### config.mk
export PLATFORM = sky130hd
export DESIGN_NAME = seg7_scan_driver
export DESIGN_NICKNAME = d
export VERILOG_FILES = /design/src/rtl/seg7_scan_driver.sv
export SDC_FILE = /design/constraint.sdc
export NUM_CORES = 1
export LEC_CHECK = 0
export BUFFER_PORTS_ARGS = -buffer_cell sky130_fd_sc_hd__buf_2
export CELL_PAD_IN_SITES_DETAIL_PLACEMENT = 1
export CELL_PAD_IN_SITES_GLOBAL_PLACEMENT = 1
export CORE_MARGIN = 1.5
export CORE_UTILIZATION = 42
export DETAILED_ROUTE_END_ITERATION = 10
export GPL_TIMING_DRIVEN = 0
export PLACE_DENSITY_LB_ADDON = 0.1
export SYNTH_ARGS = -nofsm -noshare
export SYNTH_HDL_FRONTEND = slang
export SYNTH_SLANG_ARGS = --single-unit
### constraint.sdc
create_clock -name clk_50Mhz -period 2.9 [get_ports clk_50Mhz]
set_input_delay 0.435 -clock clk_50Mhz [delete_from_list [all_inputs] [get_ports clk_50Mhz]]
set_output_delay 0.435 -clock clk_50Mhz [all_outputs]
set_load 0.03 [all_outputs]
### src/rtl/seg7_scan_driver.sv
// rtl/seg7_scan_driver.sv - six-digit multiplexed 7-segment scan driver with per-frame snapshot
module seg7_scan_driver #(
    parameter int SCAN_DIV       = 50000,
    parameter int BLANK_CYC      = 500,
    parameter bit SEG_ACTIVE_LOW = 1'b1,
    parameter bit DIG_ACTIVE_LOW = 1'b1
) (
    input  logic        clk_50Mhz,
    input  logic        rst,
    input  logic [23:0] dispbuf,
    input  logic        blank_lz,
    input  logic [5:0]  dp_mask,
    output logic [6:0]  seg,
    output logic        dp,
    output logic [5:0]  dig_sel,
    output logic        frame_tick
);

    localparam int              CW        = $clog2(SCAN_DIV);
    localparam logic [CW-1:0]   CNT_LAST  = CW'(SCAN_DIV - 1);
    localparam logic [CW-1:0]   CNT_BLANK = CW'(BLANK_CYC);
    localparam logic [CW-1:0]   CNT_ONE   = CW'(1);
    localparam logic [6:0]      SEG_OFF   = {7{SEG_ACTIVE_LOW}};
    localparam logic            DP_OFF    = SEG_ACTIVE_LOW;
    localparam logic [5:0]      DIG_OFF   = {6{DIG_ACTIVE_LOW}};

    logic [CW-1:0] cnt_q, cnt_d;
    logic [2:0]    idx_q, idx_d;
    logic [23:0]   snap_q, snap_d;
    logic [6:0]    seg_q, seg_d;
    logic          dp_q, dp_d;
    logic [5:0]    dig_q, dig_d;
    logic          ft_q, ft_d;

    logic          frame_start;
    logic          cnt_wrap;
    logic [3:0]    nib;
    logic          dp_bit;
    logic          suppress;
    logic          lit;

    // Active-high segment pattern {g,f,e,d,c,b,a}; non-BCD codes show a dash.
    function automatic logic [6:0] decode(input logic [3:0] v);
        case (v)
            4'h0:    decode = 7'h3F;
            4'h1:    decode = 7'h06;
            4'h2:    decode = 7'h5B;
            4'h3:    decode = 7'h4F;
            4'h4:    decode = 7'h66;
            4'h5:    decode = 7'h6D;
            4'h6:    decode = 7'h7D;
            4'h7:    decode = 7'h07;
            4'h8:    decode = 7'h7F;
            4'h9:    decode = 7'h6F;
            default: decode = 7'h40;
        endcase
    endfunction

    always_comb begin
        frame_start = (cnt_q == '0) && (idx_q == 3'd0);
        cnt_wrap    = (cnt_q == CNT_LAST);
        cnt_d       = cnt_wrap ? '0 : cnt_q + CNT_ONE;
        idx_d       = idx_q;
        if (cnt_wrap) begin
            idx_d = (idx_q == 3'd5) ? 3'd0 : idx_q + 3'd1;
        end
        snap_d = frame_start ? dispbuf : snap_q;

        nib    = snap_q[23:20];
        dp_bit = dp_mask[5];
        case (idx_q)
            3'd0: begin nib = snap_q[3:0];   dp_bit = dp_mask[0]; end
            3'd1: begin nib = snap_q[7:4];   dp_bit = dp_mask[1]; end
            3'd2: begin nib = snap_q[11:8];  dp_bit = dp_mask[2]; end
            3'd3: begin nib = snap_q[15:12]; dp_bit = dp_mask[3]; end
            3'd4: begin nib = snap_q[19:16]; dp_bit = dp_mask[4]; end
            default: ;
        endcase

        // Only the leftmost digit is eligible for leading-zero blanking.
        suppress = blank_lz && (idx_q == 3'd5) && (snap_q[23:20] == 4'h0);
        lit      = (cnt_q >= CNT_BLANK) && !suppress;

        seg_d = (lit ? decode(nib) : 7'h00) ^ SEG_OFF;
        dp_d  = (lit & dp_bit) ^ DP_OFF;
        dig_d = (lit ? (6'b000001 << idx_q) : 6'h00) ^ DIG_OFF;
        ft_d  = frame_start;
    end

    always_ff @(posedge clk_50Mhz) begin
        if (rst) begin
            cnt_q  <= '0;
            idx_q  <= 3'd0;
            snap_q <= 24'h000000;
            seg_q  <= SEG_OFF;
            dp_q   <= DP_OFF;
            dig_q  <= DIG_OFF;
            ft_q   <= 1'b0;
        end else begin
            cnt_q  <= cnt_d;
            idx_q  <= idx_d;
            snap_q <= snap_d;
            seg_q  <= seg_d;
            dp_q   <= dp_d;
            dig_q  <= dig_d;
            ft_q   <= ft_d;
        end
    end

    assign seg        = seg_q;
    assign dp         = dp_q;
    assign dig_sel    = dig_q;
    assign frame_tick = ft_q;

endmodule
# Yosys cells after proc, flatten, opt, wreduce, memory -nomap -nowiden
# Memories as Yosys holds them, arrays and structs flattened.
# Cells that the tools add are included.
[op_classes]
bitwise_logic = 4
eq_ne = 6
n_reduce_logical = 9
add_sub_neg = 2
shifts = 1
n_lt_le_gt_ge = 1
n_mux = 5
[ops]
columns = ["op", "n"]
rows = [
  ["one-hot mux 4 bit (5 select lines)", 1],
  ["adder 16 x 1 -> 16 bit, second input constant", 1],
  ["equality test 16 bit, second input constant", 1],
  [">= comparator 16 x 9 -> 1 bit, second input constant", 1],
  ["logical NOT 16 bit", 1],
  ["two-way mux 7 bit", 1],
  ["inverter 7 bit", 1],
  ["equality test 3 x 2 -> 1 bit, second input constant", 2],
  ["equality test 3 bit, second input constant", 2],
  ["two-way mux 6 bit", 1],
  ["inverter 6 bit", 1],
  ["left shift 1 x 3 -> 6 bit, first input constant", 1],
  ["one-hot mux 1 bit (5 select lines)", 1],
  ["logical AND 1 bit", 4],
  ["logical NOT 4 bit", 1],
  ["adder 3 x 1 -> 3 bit, second input constant", 1],
  ["equality test 3 x 1 -> 1 bit, second input constant", 1],
  ["logical NOT 3 bit", 1],
  ["two-way mux 3 bit", 1],
  ["OR reduction 2 bit", 1],
  ["AND 1 bit", 1],
  ["logical NOT 1 bit", 1],
  ["inverter 1 bit", 1],
]
[word_totals]
ff_bits = 58
inputBits = 33
romBits = 112
n_memories = 1
[memory_table]
columns = ["memory", "words", "word_bits", "read_ports", "rd_ports_with_merged_regs", "wr", "line", "source"]
rows = [
  ["(no name shown)", 16, 7, 1, 0, 0, "44", "case (v)"],
]

# Longest topological paths before layout
# Gate-level depths: netlist of run 1.
[depth]
depth_word = 7
ltp_mapped = 12

# Worst setup path after synthesis of run 1
# Ideal clock, no wire load.
[synth_path]
path_kind = "register to register"
start = "reg idx_q[0]"
end = "reg seg_q[1] (netlist: seg[1])"
arrival_ns = 2.460
setup_slack_ns = 0.365
setup_ns = 0.074
required_time_ns = 2.826
stages_incl_launch_ff = 12
n_path_buf = 3
cell_sequence = "dfxtp_1 buf_2 buf_1 and2_1 ha_1 a21o_1 buf_2 o21ai_0 inv_1 ha_1 o21a_1 o21ai_0"
[synth_via]
elab_chain_len = 7
word_cells_on_any_way = 14
cone_classes = "5 x eq/ne; 2 x mux; 1 x bitwise; 5 x reduce/logical; 1 x memory"
[synth_lines]
columns = ["element", "line", "source"]
rows = [
  ["from (decl)", "28", "logic [2:0] idx_q, idx_d;"],
  ["from (signal assigned)", "101", "idx_q <= idx_d;"],
  ["branches (longest 5 deep; another with memory (16 x 7 bit))", "--", ""],
  ["two-way mux 7 bit (*)", "84", "seg_d = (lit ? decode(nib) : 7'h00) ^ SEG_OFF;"],
  ["inverter 7 bit (no line) (*)", "--", ""],
  ["to (signal assigned)", "103", "seg_q <= seg_d;"],
  ["to (decl)", "30", "logic [6:0] seg_q, seg_d;"],
]
# Every way passes the cells marked *.
# A chain may end at the register's enable or synchronous reset.

# Final worst setup path of run 1
[layout_path]
start = "reg idx_q[2]"
end = "reg seg_q[1] (netlist: seg[1])"
# Same word-level chain as after synthesis.

==> summary.txt, run 1 <==
Fin. Hold Viols = 0
Tot GR Track Use = 0.201
cells along the critical path = clkbuf_2 > buf_2 > inv_1 > ha_1 > a21o_1 > buf_2 > o211ai_1 > o21ai_4 > inv_1 > ha_1 > o21a_1 > o21ai_0
Syn Area/Cell = 9.45 µm²
largest net degree at the start of global routing = 20
routed via count = 2151
Iter 0 DRT Violations = 49
CTS Buf Count = 9
Post-Synthesis Cells = 280
Max Clock Freq = 376 MHz
Distinct cells, synth = 45
DP HPWL = 4.49 mm
Synth Flop Type = dfxtp_1
total wire length = 6.19 mm
antenna-violating nets left = 0
vias in the first global route = 2149
clk sinks = 58
clk buf depth = 2
layout cells sized above 1 = 0.246
number of diodes = 0
# IOs = 48
die area = 6790 µm²
CTS tree = done
Max-slew headroom = 0.630
CP peak stage delay = 320 ps
status = finished clean
yosys warns = 0
Final GP Congestion = 0.773
required time of the critical path = 3160 ps
die width = 82.4 µm
Max Slew Vio Count = 0
PD cells = 561 nW/µm²
leak pwr = 1.37 nW
share of flip-flops with an asynchronous set or reset = 0
Critical Path Sink Type = flip-flop
first-pass GRT wire length = 10.1 mm
Die Height = 82.4 µm
Syn-to-layout area delta = 20.0%
# rows = 28
skew final = 13.4 ps
pre-CTS setup slack = -266 ps
post-CTS setup buffer count = 0
number of synthesized flops with an enable pin = 0
largest area contributor in the netlist = dfxtp_1
post-route setup slack = 240 ps
RSZ-0062 raised after global routing = no
MaxCap Viol Count = 0
antenna violations before repair = 0
Crit Path Max Fanout = 10
Synth area leaders = dfxtp_1 (44%), mux2i_1 (12%), nor2_1 (7.0%)
total gr overflow = 0
kind of critical path = reg -> reg
post-synthesis sequential area ratio = 0.439
worst path bufs/invs = 5
Core ar. = 5990 µm²
Final Net Count = 378
FF+latch count, synth = 58
Synth Cell Area = 2650 µm²
syn_nets = 321
DRC viols = 0
CTS HTree Levels = 3
Clk pin slew, worst setup/hold paths = 70 ps
family with the most delay on the worst path = buffers and inverters
Hold Crit Class = in -> reg
most common cell in the synthesized netlist = dfxtp_1
Initial Utilization = 0.442
Post-synth top cells = dfxtp_1 (58), nor2_1 (49), mux2i_1 (33), nand2_1 (15)
Min Hold Slack = 333 ps
CP arrival = 2920 ps
insertion delay of the later-clocked pin in the worst-skew pair = 340 ps
final setup violation count = 0
CP startpoint kind = flip-flop
post-DR wirelength/cell = 14.9 µm
Least-Margin Pin Slew = 550 ps
Tcrit/Tclk final = 0.917
vias per inst = 5.17
Yosys top cell area share = 0.439
CTS root buf = clkbuf_8
VDD IR max = 0.306 mV
Slowest-stage cell, CP = ha_1
Port Buf Inserts = 47
Final Critical Period = 2660 ps
1st-pass router iterations = 4
-- metal layers --
| layer | wire length [µm] | part of all wire | GRT usage |
|---|---|---|---|
| met5 | 0 | 0 | 0 |
| met3 | 184 | 0.030 | 0.0418 |
| met1 | 2820 | 0.46 | 0.242 |
| met4 | 107 | 0.017 | 0.0898 |
| met2 | 3080 | 0.50 | 0.341 |
-- worst paths after layout --
check,slack (ps),depth (start not counted),startpoint,to
setup / recovery,240,12,idx_q[2]$_SDFFE_PP0P_,seg[1]$_SDFF_PP1_
hold / removal,330,3,dispbuf[20],snap_q[20]$_SDFFE_PP0P_
setup reg to reg,240,12,idx_q[2]$_SDFFE_PP0P_,seg[1]$_SDFF_PP1_
hold reg to reg,500,2,snap_q[2]$_SDFFE_PP0P_,snap_q[2]$_SDFFE_PP0P_
-- where the power goes --
part | switching, mW | internal, mW | total, mW
registers | 0.0259 | 0.835 | 0.861
clock network | 0.310 | 0.396 | 0.706
logic | 0.109 | 0.105 | 0.214
-- layout make-up --
cell class,instances,area [µm²]
clock inverter,2,10.0
sequential,58,1160
multi-input combinational,198,1380
tap,75,93.8
fill,736,2820
inverter,9,33.8
buffer,14,86.3
timing repair buffer,47,235
clock buffer,13,179
-- cells in the final DEF (no fill, tap or decap), drive strengths merged, types with 3 or more instances in the layout --
master  Yosys  layout
dfxtp      58      58
o21a        3       3
nor3        4       4
o211ai      3       3
or3         4       4
ha          8       8
a22oi       4       4
a21oi       8       8
nand4       3       3
buf         9      54
xor2        6       6
o21ai       7       7
nor2       49      49
inv         9       9
nor4        5       5
and3        3       3
nand3b      3       3
mux2i      33      33
nand2      15      15
xnor2       7       7
clkbuf      6      20
nand3       9       9
-- flip-flops by register name, indices dropped and copies added (netlist names) --
register	count
cnt_q	16
dig_sel	6
dp	1
frame_tick	1
idx_q	3
seg	7
snap_q	24
-- tightest hold or removal path, delay by kind of cell --
| kind | cells | cell delay [ps] |
|---|---|---|
| and+or+nand+nor | 1 | 70 |
| muxes | 1 | 50 |
| buffers and inverters | 1 | 80 |
-- cell families (layout without fill, tap and decap cells) --
logic type	after synthesis	count (layout)	share of synthesized area
compound gates	34	34	0.0851
xor+xnor	13	13	0.0430
fa+ha+maj	8	8	0.0378
buf+inv	24	85	0.0454
flops	58	58	0.439
mux	35	35	0.133
simple gates	108	108	0.217
-- what timing repair did --
| action | CTS | global route |
|---|---|---|
| endpoints found under the setup margin | 7 | 6 |
| resized for setup | 2 | 4 |
| hold buffers | 0 | 0 |
-- through the flow --
step	instance area, µm²	util	total power, mW	TNS (ps)	std cells
after CTS	3160	0.528	1.80	-27.5	416
after floorplan	2650	-	1.03	0	280
final	3180	0.530	1.78	0	416
after global routing	3180	0.530	1.85	0	416
after global placement	2980	0.497	1.08	-700	402
after detailed placement	2980	0.497	1.09	-1030	402
(Power assumes the default switching activity.)
==> run 2, diff against run 1 <==
Settings changed: PLACE_DENSITY from default to 0.9, PLACE_DENSITY_LB_ADDON 0.1 to default.
==> run 2 against run 1 <==
Non-clock buffer count unchanged. Die area stayed put. Critical path depth shrank 1. Cell area is 0.16% lower. Flip-flop and latch count unchanged. Hold slack lost 4.7 ps. Highest routed layer unchanged.
==> summary.txt, run 2 (same netlist as run 1, synthesis figures left out) <==
Hold Crit Class = in -> reg
post-DR wirelength/cell = 15.5 µm (+4.4%)
Least-Margin Pin Slew = 563 ps (+13.4 ps)
hold_sp = dispbuf[9]
Crit Path Max Fanout = 10 (unchanged)
Final GP Congestion = 0.792 (+2.5%)
Pwr Total = 1.78 mW (-0.17%)
commonest cells after routing, fill and taps aside = dfxtp_1 (58), buf_2 (51), nor2_1 (49)
Port Buf Inserts = 47 (unchanged)
area post-placement = 2980 µm² (unchanged)
Tcrit/Tclk final = 0.923 (+0.00621)
cells along the critical path = clkbuf_2 > buf_2 > inv_1 > ha_1 > a21o_1 > buf_2 > o21ai_2 > inv_1 > ha_1 > mux2i_1 > a21oi_1
PD cells = 561 nW/µm² (about the same)
Min Hold Slack = 328 ps (-4.71 ps)
Syn-to-layout area delta = 19.8%
antenna-violating nets left = 0 (unchanged)
die width = 82.4 µm (unchanged)
Critical Path Sink Type = flip-flop
Final Cell Area = 3170 µm² (-0.16%)
MaxCap Viol Count = 0 (unchanged)
VDD IR max = 0.305 mV (-0.30%)
Slowest-stage cell, CP = ha_1
Die Height = 82.4 µm (unchanged)
CTS Hold Bufs = 0 (unchanged)
Most flops, register = snap_q
total gr overflow = 0 (unchanged)
Final Critical Period = 2680 ps (+18.0 ps)
Clk pin slew, worst setup/hold paths = 60 ps (about the same)
DP HPWL = 4.87 mm (+8.5%)
reg2reg start = idx_q[2]$_SDFFE_PP0P_
insertion delay of the later-clocked pin in the worst-skew pair = 340 ps (about the same)
leak pwr = 1.36 nW (-0.48%)
# IOs = 48 (unchanged)
die area = 6790 µm² (unchanged)
vias per inst = 5.28 (+2.1%)
first-pass GRT wire length = 10.7 mm (+6.1%)
R2R Setup Slk = 220 ps (-20 ps)
Worst R2R End = seg[3]$_SDFF_PP1_
Max Slew Vio Count = 0 (unchanged)
clk sinks = 58 (unchanged)
total wire length = 6.48 mm (+4.6%)
1st-pass router iterations = 4 (unchanged)
number of diodes = 0 (unchanged)
CTS root buf = clkbuf_8
routed via count = 2201 (+2.3%)
antenna violations before repair = 0 (unchanged)
post-CTS setup buffer count = 0 (unchanged)
Initial Utilization = 0.442 (unchanged)
CP peak stage delay = 320 ps (about the same)
most used routing layer in global routing = met2
kind of critical path = reg -> reg
Iter 0 DRT Violations = 70 (+43%)
DRC viols = 0 (unchanged)
Tot GR Track Use = 0.214 (+0.0137)
M1 GR Usage = 0.239 (-0.00306)
Core ar. = 5990 µm² (unchanged)
CTS Buf Count = 9 (unchanged)
status = finished clean
final setup violation count = 0 (unchanged)
pre-CTS setup slack = -124 ps (+142 ps)
Max Clock Freq = 373 MHz (-0.67%)
# rows = 28 (unchanged)
worst path bufs/invs = 5 (unchanged)
largest net degree at the start of global routing = 20 (unchanged)
CTS tree = done
Worst Hold Depth = 3 (unchanged)
post-route setup slack = 222 ps (-18.0 ps)
cell count of the worst reg-to-reg path = 11 (-1)
Global Route met2 Usage = 0.376 (+0.0350)
Fin. Hold Viols = 0 (unchanged)
CP startpoint kind = flip-flop
GR Util met3 = 0.0637 (+0.0220)
commonest non-fill, non-tap cell in the layout = dfxtp_1
required time of the critical path = 3100 ps (-60 ps)
max reg flops = 24 (unchanged)
layout cells sized above 1 = 0.251 (+0.00513)
vias in the first global route = 2291 (+6.6%)
hold endpoint = snap_q[9]$_SDFFE_PP0P_
Final Net Count = 378 (unchanged)
skew final = 5.16 ps (-8.26 ps)
CP arrival = 2880 ps (-40 ps)
Max-slew headroom = 0.621 (-0.00902)
family with the most delay on the worst path = buffers and inverters
CTS HTree Levels = 3 (unchanged)
CTS resizes = 2 (unchanged)
RSZ-0062 raised after global routing = no
clk buf depth = 2 (unchanged)
## run 2: changes by cell type in the layout (fill, tap and decap cells not counted), sizes merged
cell,delta
clkbuf,-2
buf,+1
clkinvlp,+2
## run 2: power by group
group,total (mW),internal (mW),switching [mW]
clock network,0.701,0.376,0.325
registers,0.862,0.835,0.0271
logic,0.215,0.105,0.110
total,1.78,1.32,0.462
## run 2: per-stage QoR
| step | std cells | utilization | setup TNS [ps] |
|---|---|---|---|
| finish | 417 | 0.529 | 0 |
| CTS | 417 | 0.528 | 0 |
| global placement | 402 | 0.497 | -185 |
| detailed placement | 402 | 0.497 | -323 |
| global route | 417 | 0.529 | 0 |
| floorplan | 280 | - | 0 |
## run 2: tightest hold or removal path, stage by stage
cell     delay, ps
buf_2           80
mux2i_1         50
nor2_1          70
## run 2: how the worst max path moves through the flow
stage | from | to | slack (ps) | cells past startpoint
after CTS | idx_q[1]$_SDFFE_PP0P_ | seg[3]$_SDFF_PP1_ | 7 | 11
final | idx_q[2]$_SDFFE_PP0P_ | seg[3]$_SDFF_PP1_ | 220 | 11
after global placement | idx_q[0]$_SDFFE_PP0P_ | seg[1]$_SDFF_PP1_ | -80 | 12
after global routing | idx_q[2]$_SDFFE_PP0P_ | seg[3]$_SDFF_PP1_ | 40 | 11
after detailed placement | idx_q[0]$_SDFFE_PP0P_ | seg[3]$_SDFF_PP1_ | -120 | 12
after floorplan | idx_q[0]$_SDFFE_PP0P_ | seg[1]$_SDFF_PP1_ | 370 | 11
## run 2: final cells by class
class                           instances  area (µm²)
Multi-Input combinational cell        198        1370
Clock buffer                           12         165
Timing Repair Buffer                   47         235
Tap cell                               75        93.8
Fill cell                             700        2820
Buffer                                 14        83.8
Inverter                                9        33.8
Sequential cell                        58        1160
Clock inverter                          4        25.0
## run 2: per-layer routing
layer  routed length (µm)  up-vias
li1                     -     1081
met1                 2690     1063
met2                 3390       45
met3                  262       12
met4                  131        0
met5                    0        -
==> run 3, diff against run 2 <==
Settings changed: CORE_UTILIZATION 42 to 44, CTS_BUF_LIST from default to sky130_fd_sc_hd__clkbuf_4 sky130_fd_sc_hd__clkbuf_8, PLACE_DENSITY 0.9 to 0.93, SLEW_MARGIN from default to 40.
==> run 3 against run 2 <==
Clock power up 12%. Die area down 4.4%. Register-to-register slack about the same. Final cell count down 0.24%.
==> summary.txt, run 3 (same netlist as run 1, synthesis figures left out) <==
Critical Path Sink Type = flip-flop
P_sw = 0.452 mW (-2.2%)
Fin. Hold Viols = 0 (unchanged)
Logic pwr share = 0.116 (-0.005)
Die Height = 80.6 µm (-2.2%)
leak pwr = 1.37 nW (+1.0%)
CTS Buf Count = 9 (unchanged)
Port Buf Inserts = 47 (unchanged)
Crit Path Max Fanout = 10 (unchanged)
# IOs = 48 (unchanged)
CTS Hold Bufs = 0 (unchanged)
vias in the first global route = 2237 (-2.4%)
Least-Margin Pin Slew = 543 ps (-20.6 ps)
Most flops, register = snap_q
CP arrival = 2930 ps (+50 ps)
required time of the critical path = 3150 ps (+50 ps)
PD cells = 582 nW/µm² (+3.8%)
final setup violation count = 0 (unchanged)
CTS tree = done
Max Clock Freq = 374 MHz (about the same)
max reg flops = 24 (unchanged)
Tcrit/Tclk final = 0.923 (about the same)
VDD IR max = 0.464 mV (+52%)
Iter 0 DRT Violations = 62 (-11%)
fill count = 688 (-1.7%)
layout cells sized above 1 = 0.252 (+0.000737)
Seq pwr share = 0.464 (-0.021)
kind of critical path = reg -> reg
status = finished clean
largest net degree at the start of global routing = 20 (unchanged)
Tot GR Track Use = 0.221 (+0.00705)
routed via count = 2211 (+0.45%)
clk buf depth = 2 (unchanged)
skew final = 7.00 ps (+1.84 ps)
Clock power frac = 0.420 (+0.026)
CP startpoint kind = flip-flop
internal power = 1.41 mW (+7.2%)
CTS HTree Levels = 3 (unchanged)
Final Net Count = 378 (unchanged)
Max-slew headroom = 0.635 (+0.0139)
number of diodes = 0 (unchanged)
total wire length = 6.66 mm (+2.9%)
antenna violations before repair = 0 (unchanged)
# rows = 28 (unchanged)
Clk pin slew, worst setup/hold paths = 60 ps (about the same)
die width = 80.6 µm (-2.2%)
Max Slew Vio Count = 0 (unchanged)
1st-pass router iterations = 4 (unchanged)
Initial Utilization = 0.452 (+0.0106)
first-pass GRT wire length = 10.7 mm (-0.38%)
post-CTS setup buffer count = 0 (unchanged)
Final Critical Period = 2680 ps (-0.450 ps)
Hold Crit Class = in -> reg
total gr overflow = 0 (unchanged)
Syn-to-layout area delta = 20.9%
vias per inst = 5.31 (+0.70%)
post-route setup slack = 223 ps (+0.450 ps)
insertion delay of the later-clocked pin in the worst-skew pair = 350 ps (about the same)
DP HPWL = 4.89 mm (+0.39%)
post-DR wirelength/cell = 16.0 µm (+3.1%)
Final GP Congestion = 0.812 (+2.5%)
commonest non-fill, non-tap cell in the layout = dfxtp_1
CTS root buf = clkbuf_8
pre-CTS setup slack = -260 ps (-136 ps)
Net Sw Frac = 0.243 (-0.0173)
clk sinks = 58 (unchanged)
Post-Route Utilization = 0.547 (+0.0178)
antenna-violating nets left = 0 (unchanged)
commonest cells after routing, fill and taps aside = dfxtp_1 (58), buf_2 (50), nor2_1 (49)
RSZ-0062 raised after global routing = no
die area = 6490 µm² (-4.4%)
Core ar. = 5850 µm² (-2.3%)
MaxCap Viol Count = 0 (unchanged)
DRC viols = 0 (unchanged)
==> run 3: cell count changes in the layout (fill, tap and decap cells not counted), sizes merged <==
cell      previous run  this run
clkbuf              18        20
clkinvlp             2         0
clkinv               2         1
bufinv               0         1
buf                 55        54
==> run 3: routing by layer <==
layer / vias up / GRT usage / routed length [µm]
met3: 15 / 0.0625 / 309
met2: 54 / 0.408 / 3520
met4: 0 / 0.0914 / 162
met5: - / 0 / 0
met1: 1062 / 0.234 / 2670
li1: 1080 / - / -
==> run 3: timing repair <==
action | in CTS | in global routing
pin swaps | 0 | 0
endpoints found under the setup margin | 6 | 3
hold endpoints to repair | 0 | 0
gates resized for setup | 4 | 4
==> run 3: power groups by stage <==
stage	logic, mW	clock network (mW)	registers [mW]
5_1_grt	0.239	0.824	0.868
4_1_cts	0.219	0.795	0.863
2_1_floorplan	0.154	0	0.872
3_5_place_dp	0.214	0	0.879
3_3_place_gp	0.203	0	0.876
6_report	0.216	0.782	0.864
==> run 3: layout make-up <==
cell class	instances	area [µm²]	share of cell area
Multi-Input combinational cell	198	1380	0.432
Clock inverter	2	35.0	0.0109
Clock buffer	13	173	0.0539
Sequential cell	58	1160	0.363
Buffer	14	86.3	0.0270
Timing Repair Buffer	47	235	0.0735
Inverter	9	33.8	0.0106
Tap cell	75	93.8	0.0293
==> run 3: per-stage QoR <==
| step | hold WS [ps] | area, µm² | cells | power [mW] | setup TNS, ps |
|---|---|---|---|---|---|
| finish | 317 | 3200 | 416 | 1.86 | 0 |
| global route | 335 | 3200 | 416 | 1.93 | 0 |
| CTS | 315 | 3180 | 416 | 1.88 | 0 |
| detailed placement | 494 | 2980 | 402 | 1.09 | -635 |
| global placement | 461 | 2980 | 402 | 1.08 | -104 |
| floorplan | 442 | 2650 | 280 | 1.03 | 0 |
==> run 3: final timing paths <==
check | start | end | slack, ps | cells past startpoint
hold / removal | dispbuf[16] | snap_q[16]$_SDFFE_PP0P_ | 320 | 3
setup reg to reg | idx_q[2]$_SDFFE_PP0P_ | seg[1]$_SDFF_PP1_ | 220 | 12
setup / recovery | idx_q[2]$_SDFFE_PP0P_ | seg[1]$_SDFF_PP1_ | 220 | 12
hold reg to reg | cnt_q[0]$_SDFF_PP0_ | cnt_q[0]$_SDFF_PP0_ | 500 | 1
==> run 3: critical path, stage by stage (launching register included) <==
cell and delay, ps:
dfxtp_1 300, clkbuf_2 160, buf_2 220, inv_1 150
ha_2 290, a21o_1 110, buf_2 240, o211ai_1 200
o21ai_4 140, inv_1 90, ha_1 310, o21a_1 190
o21ai_0 180
